--- src/rtl/noc_pkg.sv ---
// Shared NoC flit definitions: field positions, widths and pack/unpack helpers.
package noc_pkg;

  localparam int NOC_DATA_WIDTH    = 34;
  localparam int NOC_ADDR_WIDTH    = 2;
  localparam int NOC_ADDR_MSB      = NOC_DATA_WIDTH - 1;
  localparam int NOC_ADDR_LSB      = NOC_DATA_WIDTH - NOC_ADDR_WIDTH;
  localparam int NOC_PAYLOAD_WIDTH = NOC_DATA_WIDTH - NOC_ADDR_WIDTH;

  typedef logic [NOC_DATA_WIDTH-1:0]    flit_t;
  typedef logic [NOC_ADDR_WIDTH-1:0]    addr_t;
  typedef logic [NOC_PAYLOAD_WIDTH-1:0] payload_t;

  // Destination leaf address carried in the flit MSBs.
  function automatic addr_t flit_dest(input flit_t flit);
    return flit[NOC_ADDR_MSB:NOC_ADDR_LSB];
  endfunction

  // Payload with the address field stripped.
  function automatic payload_t flit_payload(input flit_t flit);
    return flit[NOC_PAYLOAD_WIDTH-1:0];
  endfunction

  // Packs a destination into the MSBs above the payload.
  function automatic flit_t make_flit(input addr_t dest, input payload_t payload);
    return {dest, payload};
  endfunction

endpackage

--- src/rtl/noc_flit_fifo.sv ---
// Small synchronous FIFO with extra-MSB pointers. The head word is presented
// combinationally and reads as zero when empty. push is ignored when full and
// pop when empty; no same-cycle pass-through.
module noc_flit_fifo
#(
  parameter int Width = 32,
  parameter int Depth = 4
) (
  input  logic             i_clk,
  input  logic             i_rst,
  input  logic             i_push,
  input  logic [Width-1:0] i_push_data,
  input  logic             i_pop,
  output logic             o_full,
  output logic             o_empty,
  output logic [Width-1:0] o_head
);

  localparam int AW = $clog2(Depth);

  logic [AW:0]      wr_ptr_q, wr_ptr_d;
  logic [AW:0]      rd_ptr_q, rd_ptr_d;
  logic [Width-1:0] mem_q [Depth];
  logic [Width-1:0] mem_d [Depth];
  logic             do_push;
  logic             do_pop;

  assign o_empty = (wr_ptr_q == rd_ptr_q);
  assign o_full  = (wr_ptr_q[AW] != rd_ptr_q[AW]) &&
                   (wr_ptr_q[AW-1:0] == rd_ptr_q[AW-1:0]);
  assign do_push = i_push && !o_full;
  assign do_pop  = i_pop && !o_empty;
  assign o_head  = o_empty ? '0 : mem_q[rd_ptr_q[AW-1:0]];

  // Next pointers and storage contents.
  always_comb begin
    mem_d    = mem_q;
    wr_ptr_d = wr_ptr_q;
    rd_ptr_d = rd_ptr_q;
    if (do_push) begin
      mem_d[wr_ptr_q[AW-1:0]] = i_push_data;
      wr_ptr_d                = wr_ptr_q + 1'b1;
    end
    if (do_pop) begin
      rd_ptr_d = rd_ptr_q + 1'b1;
    end
  end

  // State registers; reset discards all contents.
  always_ff @(posedge i_clk or posedge i_rst) begin
    if (i_rst) begin
      wr_ptr_q <= '0;
      rd_ptr_q <= '0;
      for (int i = 0; i < Depth; i++) mem_q[i] <= '0;
    end else begin
      wr_ptr_q <= wr_ptr_d;
      rd_ptr_q <= rd_ptr_d;
      mem_q    <= mem_d;
    end
  end

endmodule

--- src/rtl/noc_pe_interface.sv ---
// PE-to-NoC leaf interface: TX FIFO packs {dest, payload} toward the switch,
// RX FIFO delivers payloads addressed to MyAddr and drops misrouted flits.
// All handshakes: a transfer happens on a rising edge when valid && ready;
// valid never depends on ready, and data is held while valid && !ready.
// Optional feature macro: NOC_IFACE_LOOPBACK_EN routes self-addressed TX
// flits straight into the RX FIFO (NoC ingress wins RX contention).
module noc_pe_interface
  import noc_pkg::*;
#(
  parameter int DataWidth = NOC_DATA_WIDTH,
  parameter int AddrWidth = NOC_ADDR_WIDTH,
  parameter int MyAddr    = 0,
  parameter int FifoDepth = 4
) (
  input  logic                           i_sclk,
  input  logic                           i_reset,
  input  logic [DataWidth-AddrWidth-1:0] i_pe_data,
  input  logic [AddrWidth-1:0]           i_pe_dest,
  input  logic                           i_pe_data_valid,
  output logic                           o_pe_data_ready,
  output logic [DataWidth-1:0]           o_noc_data,
  output logic                           o_noc_data_valid,
  input  logic                           i_noc_data_ready,
  input  logic [DataWidth-1:0]           i_noc_data,
  input  logic                           i_noc_data_valid,
  output logic                           o_noc_data_ready,
  output logic [DataWidth-AddrWidth-1:0] o_pe_data,
  output logic                           o_pe_data_valid,
  input  logic                           i_pe_data_ready,
  output logic                           o_misroute,
  output logic [7:0]                     o_misroute_count
);

  localparam int                   PayloadWidth = DataWidth - AddrWidth;
  localparam logic [AddrWidth-1:0] MyAddrBits   = AddrWidth'(MyAddr);

  logic                    ready_en_q, ready_en_d;
  logic                    misroute_q, misroute_d;
  logic [7:0]              misroute_count_q, misroute_count_d;

  logic                    tx_push, tx_pop, tx_full, tx_empty;
  logic [DataWidth-1:0]    tx_head;
  logic                    rx_push, rx_full, rx_empty;
  logic [PayloadWidth-1:0] rx_push_data, rx_head;

  logic                    noc_accept, noc_for_me, rx_push_noc;
  logic                    tx_head_self, noc_out_valid, lb_go;

  // ready_en_q keeps both readies low during reset and for the release cycle.
  assign o_pe_data_ready  = ready_en_q && !tx_full;
  assign o_noc_data_ready = ready_en_q && !rx_full;

  assign tx_push      = i_pe_data_valid && o_pe_data_ready;
  assign noc_accept   = i_noc_data_valid && o_noc_data_ready;
  assign noc_for_me   = (flit_dest(i_noc_data) == MyAddrBits);
  assign rx_push_noc  = noc_accept && noc_for_me;
  assign tx_head_self = (flit_dest(tx_head) == MyAddrBits);

`ifdef NOC_IFACE_LOOPBACK_EN
  // Self-addressed head bypasses the NoC; yields the RX slot to NoC ingress.
  assign noc_out_valid = !tx_empty && !tx_head_self;
  assign lb_go         = !tx_empty && tx_head_self && !rx_push_noc && !rx_full;
`else
  assign noc_out_valid = !tx_empty;
  assign lb_go         = 1'b0;
`endif

  assign tx_pop           = (noc_out_valid && i_noc_data_ready) || lb_go;
  assign o_noc_data_valid = noc_out_valid;
  assign o_noc_data       = noc_out_valid ? tx_head : '0;

  assign rx_push      = rx_push_noc || lb_go;
  assign rx_push_data = rx_push_noc ? flit_payload(i_noc_data) : flit_payload(tx_head);

  assign o_pe_data_valid  = !rx_empty;
  assign o_pe_data        = rx_head;
  assign o_misroute       = misroute_q;
  assign o_misroute_count = misroute_count_q;

  noc_flit_fifo #(.Width(DataWidth), .Depth(FifoDepth)) u_tx_fifo (
    .i_clk       (i_sclk),
    .i_rst       (i_reset),
    .i_push      (tx_push),
    .i_push_data (make_flit(i_pe_dest, i_pe_data)),
    .i_pop       (tx_pop),
    .o_full      (tx_full),
    .o_empty     (tx_empty),
    .o_head      (tx_head)
  );

  noc_flit_fifo #(.Width(PayloadWidth), .Depth(FifoDepth)) u_rx_fifo (
    .i_clk       (i_sclk),
    .i_rst       (i_reset),
    .i_push      (rx_push),
    .i_push_data (rx_push_data),
    .i_pop       (i_pe_data_ready),
    .o_full      (rx_full),
    .o_empty     (rx_empty),
    .o_head      (rx_head)
  );

  // Misroute pulse and saturating counter for dropped flits.
  always_comb begin
    ready_en_d       = 1'b1;
    misroute_d       = noc_accept && !noc_for_me;
    misroute_count_d = misroute_count_q;
    if (misroute_d && (misroute_count_q != 8'hFF)) begin
      misroute_count_d = misroute_count_q + 8'd1;
    end
  end

  // Control registers.
  always_ff @(posedge i_sclk or posedge i_reset) begin
    if (i_reset) begin
      ready_en_q       <= 1'b0;
      misroute_q       <= 1'b0;
      misroute_count_q <= '0;
    end else begin
      ready_en_q       <= ready_en_d;
      misroute_q       <= misroute_d;
      misroute_count_q <= misroute_count_d;
    end
  end

endmodule

--- config.mk ---
export PLATFORM = sky130hd
export DESIGN_NAME = noc_pe_interface
export DESIGN_NICKNAME = d
export VERILOG_FILES = /design/src/rtl/noc_pkg.sv /design/src/rtl/noc_flit_fifo.sv /design/src/rtl/noc_pe_interface.sv
export SDC_FILE = /design/constraint.sdc
export NUM_CORES = 1
export LEC_CHECK = 0
export CAP_MARGIN = 20
export CORE_MARGIN = 4
export CORE_UTILIZATION = 49
export CTS_CLUSTER_SIZE = 24
export DETAILED_ROUTE_END_ITERATION = 10
export MAX_ROUTING_LAYER = met4
export PLACE_DENSITY = 0.71
export SLEW_MARGIN = 20
export SYNTH_ARGS = -nofsm -noshare
export SYNTH_HDL_FRONTEND = slang
export SYNTH_SLANG_ARGS = --single-unit
--- constraint.sdc ---
create_clock -name i_sclk -period 8.81 [get_ports i_sclk]
set_clock_uncertainty 0.15 [all_clocks]
set_input_delay 1.3215 -clock i_sclk [delete_from_list [all_inputs] [get_ports i_sclk]]
set_output_delay 1.3215 -clock i_sclk [all_outputs]
set_load 0.005 [all_outputs]
==> results.rst <==
.. list-table::
   :header-rows: 1

   * - Metric
     - Value
   * - Share of flip-flops with an asynchronous set or reset
     - 100%
   * - Max Slew Vio Count
     - 0
   * - Count of buffer and inverter cells on the critical path
     - 2
   * - Detail-routed net length per standard cell
     - 19.7 um
   * - Number of gates given a new drive strength after cts
     - 0
   * - Int Power
     - 4.55 mW
   * - Effective utilization at floorplan
     - 49.7%
   * - Vias in the first global route
     - 8,007
   * - Fraction of layout cells with a size suffix above 1
     - 41.2%
   * - Final total negative setup slack
     - 0 ns
   * - Run status
     - finished clean
   * - CTS clk-pin slew, worst paths
     - 0.06 ns
   * - Number of enable flip-flop cells after synthesis
     - 0
   * - Largest net degree at the start of global routing
     - 135
   * - Leakage dissipation
     - 6.92 nW
   * - Count of nets after finishing
     - 1,049
   * - Proportion of power drawn by the clock network
     - 21.7%
   * - Die Span X
     - 170 um
   * - Drt drc
     - 0
   * - Wire length of the first global-routing pass
     - 43.2 mm
   * - Max Buffers Root-to-Sink
     - 3
   * - Syn avg cell area
     - 15.9 um2
   * - Period minus WS final
     - 4.25 ns
   * - Maximum capacitance violations
     - 0
   * - Area added between synthesis and finish
     - 22.9%
   * - CP endpoint kind
     - output pin
   * - Y dimension of the die
     - 170 um
   * - Arrival time reported for the critical path endpoint
     - 2.78 ns
   * - Max VDD drop
     - 0.274 mV
   * - Distinct cell type count after synthesis
     - 30
   * - Top-level port count
     - 153
   * - ANT nets after route
     - 0
   * - Area leader, netlist
     - sky130_fd_sc_hd__dfrtp_1
   * - YS warnings
     - 0
   * - Number of clock sinks
     - 286
   * - Reg2Reg Setup Slack
     - 5.96 ns
   * - Cell Area, Synth
     - 12,900 um2
   * - F_max
     - 0.235 GHz
   * - First-pass detailed-route iteration total
     - 4
   * - Half-perimeter wire length after detailed placement
     - 16.4 mm
   * - Later-pin clock latency in the skew report
     - 0.54 ns
   * - Number of design-rule violations left by the first detailed-router iteration
     - 334
   * - Number of buffers inserted by post-CTS setup repair
     - 0
   * - Core box area
     - 26,000 um2
   * - Slowest-stage cell, CP
     - sky130_fd_sc_hd__mux4_2
   * - Routability cong.
     - 0.719
   * - Switching share of power
     - 27.8%
   * - Worst path max stage delay
     - 0.62 ns
   * - Cell with the most instances after synthesis
     - sky130_fd_sc_hd__dfrtp_1
   * - Core Util, Final
     - 61.1%
   * - Via density per instance
     - 5.53
   * - Headroom to the max-slew limit
     - 30.9%
   * - Final cycle utilization of the critical path
     - 48.3%
   * - Max H-tree Level
     - 1
   * - Transition time at the pin with the least slew margin
     - 1.03 ns
   * - Crit Path Max Fanout
     - 36
   * - CTS root buf
     - sky130_fd_sc_hd__clkbuf_16
   * - CTS buffer count
     - 30
   * - Overall routing resource usage
     - 19.1%
   * - Net load switching power
     - 1.75 mW
   * - CTS tree
     - built
   * - Cell Rows
     - 59
   * - Yosys reg bits
     - 286
   * - Prevailing post-synth register cell
     - sky130_fd_sc_hd__dfrtp_1
   * - Data required time of the worst path
     - 7.34 ns
   * - Count of endpoints failing hold in the final timing report
     - 0
   * - Sequential fraction of the synthesis area
     - 55.5%
   * - Type of the tightest min-delay check
     - reg2reg
   * - Setup repair after global routing missed its margin
     - false
   * - Hold-fix buffers at CTS
     - 0
   * - Number of cells produced by synthesis
     - 812
   * - WL final
     - 26.2 mm
   * - Top cell type's share of synthesized area
     - 55.5%
   * - Most used standard cells in the synthesized netlist
     - 286 x sky130_fd_sc_hd__dfrtp_1, 262 x sky130_fd_sc_hd__mux2_2, 67 x sky130_fd_sc_hd__and2_1
   * - Critical Path Start Type
     - register
   * - Synth top area cells
     - sky130_fd_sc_hd__dfrtp_1 55%, sky130_fd_sc_hd__mux2_2 23%, sky130_fd_sc_hd__mux4_2 12%
   * - Chain of cells forming the critical path
     - buf_4 -> mux4_2 -> and2_1 -> clkdlybuf4s50_1
   * - Via count
     - 7,330
   * - Total chip power
     - 6.30 mW
   * - Total of buffers placed on input and output ports
     - 152
   * - Power share of the sequential group
     - 35.7%
   * - Family with the most delay on the worst path
     - buffers and inverters
   * - Initial antenna violation count
     - 1
   * - Sum of overflow across all layers after global routing
     - 0
   * - Cell Pwr Density
     - 397 nW/um2
   * - Class of the most critical setup path
     - reg2out
   * - Die Footprint
     - 29,000 um2
   * - Final setup vio count
     - 0
   * - Relative contribution of combinational cells to total power
     - 42.6%
   * - Net Count, Synth
     - 897
registers in the layout, indices dropped and copies added (netlist names):
name,cells
u_rx_fifo.mem_q,128
o_misroute_count,8
u_rx_fifo.rd_ptr_q,3
u_rx_fifo.wr_ptr_q,3
ready_en_q,1
u_tx_fifo.mem_q,136
u_tx_fifo.wr_ptr_q,3
o_misroute,1
u_tx_fifo.rd_ptr_q,3
final timing paths:
check                                       from                   end  cells past startpoint
max in group asynchronous                i_reset  u_rx_fifo.mem_q[104]                      4
min reg2reg                   u_tx_fifo.mem_q[2]    u_tx_fifo.mem_q[2]                      1
min                           u_tx_fifo.mem_q[2]    u_tx_fifo.mem_q[2]                      1
min in group asynchronous                i_reset  u_tx_fifo.mem_q[128]                      3
max                        u_tx_fifo.rd_ptr_q[0]        o_noc_data[24]                      4
max reg2reg                u_rx_fifo.wr_ptr_q[0]   u_rx_fifo.mem_q[33]                      7
cell type report:
class | count | area [um2]
inverter | 8 | 33.8
tap | 335 | 419
timing repair buffer | 166 | 1650
multi-input combinational | 472 | 5500
sequential | 286 | 7160
clock inverter | 13 | 190
clock buffer | 43 | 911
antenna | 2 | 5.00
fill | 2016 | 10100
layout by cell type, fill, tap and decap left out:
cell type / count
sky130_fd_sc_hd__clkinvlp_4: 1
sky130_fd_sc_hd__diode_2: 2
sky130_fd_sc_hd__and3_1: 2
sky130_fd_sc_hd__nand3_1: 8
sky130_fd_sc_hd__nand3_2: 1
sky130_fd_sc_hd__a211oi_1: 2
sky130_fd_sc_hd__xor2_1: 2
sky130_fd_sc_hd__nor2_1: 2
sky130_fd_sc_hd__xnor2_2: 1
sky130_fd_sc_hd__clkinv_2: 8
sky130_fd_sc_hd__nand4_1: 5
sky130_fd_sc_hd__inv_1: 6
sky130_fd_sc_hd__bufinv_16: 5
sky130_fd_sc_hd__buf_4: 11
sky130_fd_sc_hd__mux4_2: 66
sky130_fd_sc_hd__buf_6: 1
sky130_fd_sc_hd__dfrtp_2: 3
sky130_fd_sc_hd__mux2_1: 6
sky130_fd_sc_hd__inv_2: 1
sky130_fd_sc_hd__mux2_2: 262
sky130_fd_sc_hd__clkbuf_8: 9
sky130_fd_sc_hd__and2_1: 67
sky130_fd_sc_hd__and4_1: 2
sky130_fd_sc_hd__buf_12: 1
sky130_fd_sc_hd__clkdlybuf4s50_1: 152
sky130_fd_sc_hd__clkbuf_1: 3
sky130_fd_sc_hd__o21ai_0: 2
sky130_fd_sc_hd__nand3b_1: 2
sky130_fd_sc_hd__a31oi_1: 1
sky130_fd_sc_hd__conb_1: 1
sky130_fd_sc_hd__xnor2_1: 18
sky130_fd_sc_hd__dfrtp_1: 283
sky130_fd_sc_hd__buf_8: 1
sky130_fd_sc_hd__nand2_1: 6
sky130_fd_sc_hd__a311oi_4: 1
sky130_fd_sc_hd__clkbuf_16: 31
sky130_fd_sc_hd__nand2_2: 4
sky130_fd_sc_hd__ha_1: 11
power groups by stage:
stage	sequential (mW)	combinational, mW	clock [mW]
after floorplan	2.17	1.70	0
after global placement	2.25	2.67	0
after detailed placement	2.27	2.72	0
after CTS	2.25	2.74	1.40
after global routing	2.32	2.95	1.46
final	2.25	2.68	1.36
worst reg2reg max path, stage by stage, from the launching register on:
cell                      delay, ns
sky130_fd_sc_hd__dfrtp_1       0.46
sky130_fd_sc_hd__xnor2_1       0.27
sky130_fd_sc_hd__nand3_2       0.23
sky130_fd_sc_hd__nand2_1       0.22
sky130_fd_sc_hd__inv_2         0.09
sky130_fd_sc_hd__nand4_1       0.50
sky130_fd_sc_hd__buf_4         0.42
sky130_fd_sc_hd__mux2_2        0.39
kinds of logic after synthesis:
kind of cell             synth area share [%]
buffers and inverters                    1.97
multiplexers                             34.9
other                                  0.0291
AO/OA/AOI/OAI                           0.446
adder cells (fa/ha/maj)                  1.07
XOR/XNOR                                 1.48
flip-flops                               55.5
AND/OR/NAND/NOR                          4.65
through the flow:
step / hold slack [ns] / cell area (um2) / cells / setup WS (ns)
final: 0.335 / 15900 / 1325 / 4.56
after global routing: 0.358 / 15900 / 1324 / 4.37
after CTS: 0.341 / 15800 / 1322 / 4.24
after detailed placement: 0.327 / 14700 / 1266 / 4.84
after global placement: 0.321 / 14700 / 1266 / 4.89
after floorplan: 0.309 / 12900 / 812 / 3.55
layer usage:
layer  track usage (%)  share of wire (%)
met3              4.02                5.8
met2              31.4                 49
met5                 -                  0
met4              3.30                1.6
met1              25.3                 44
No activity file was read; power rests on OpenSTA's default activity.
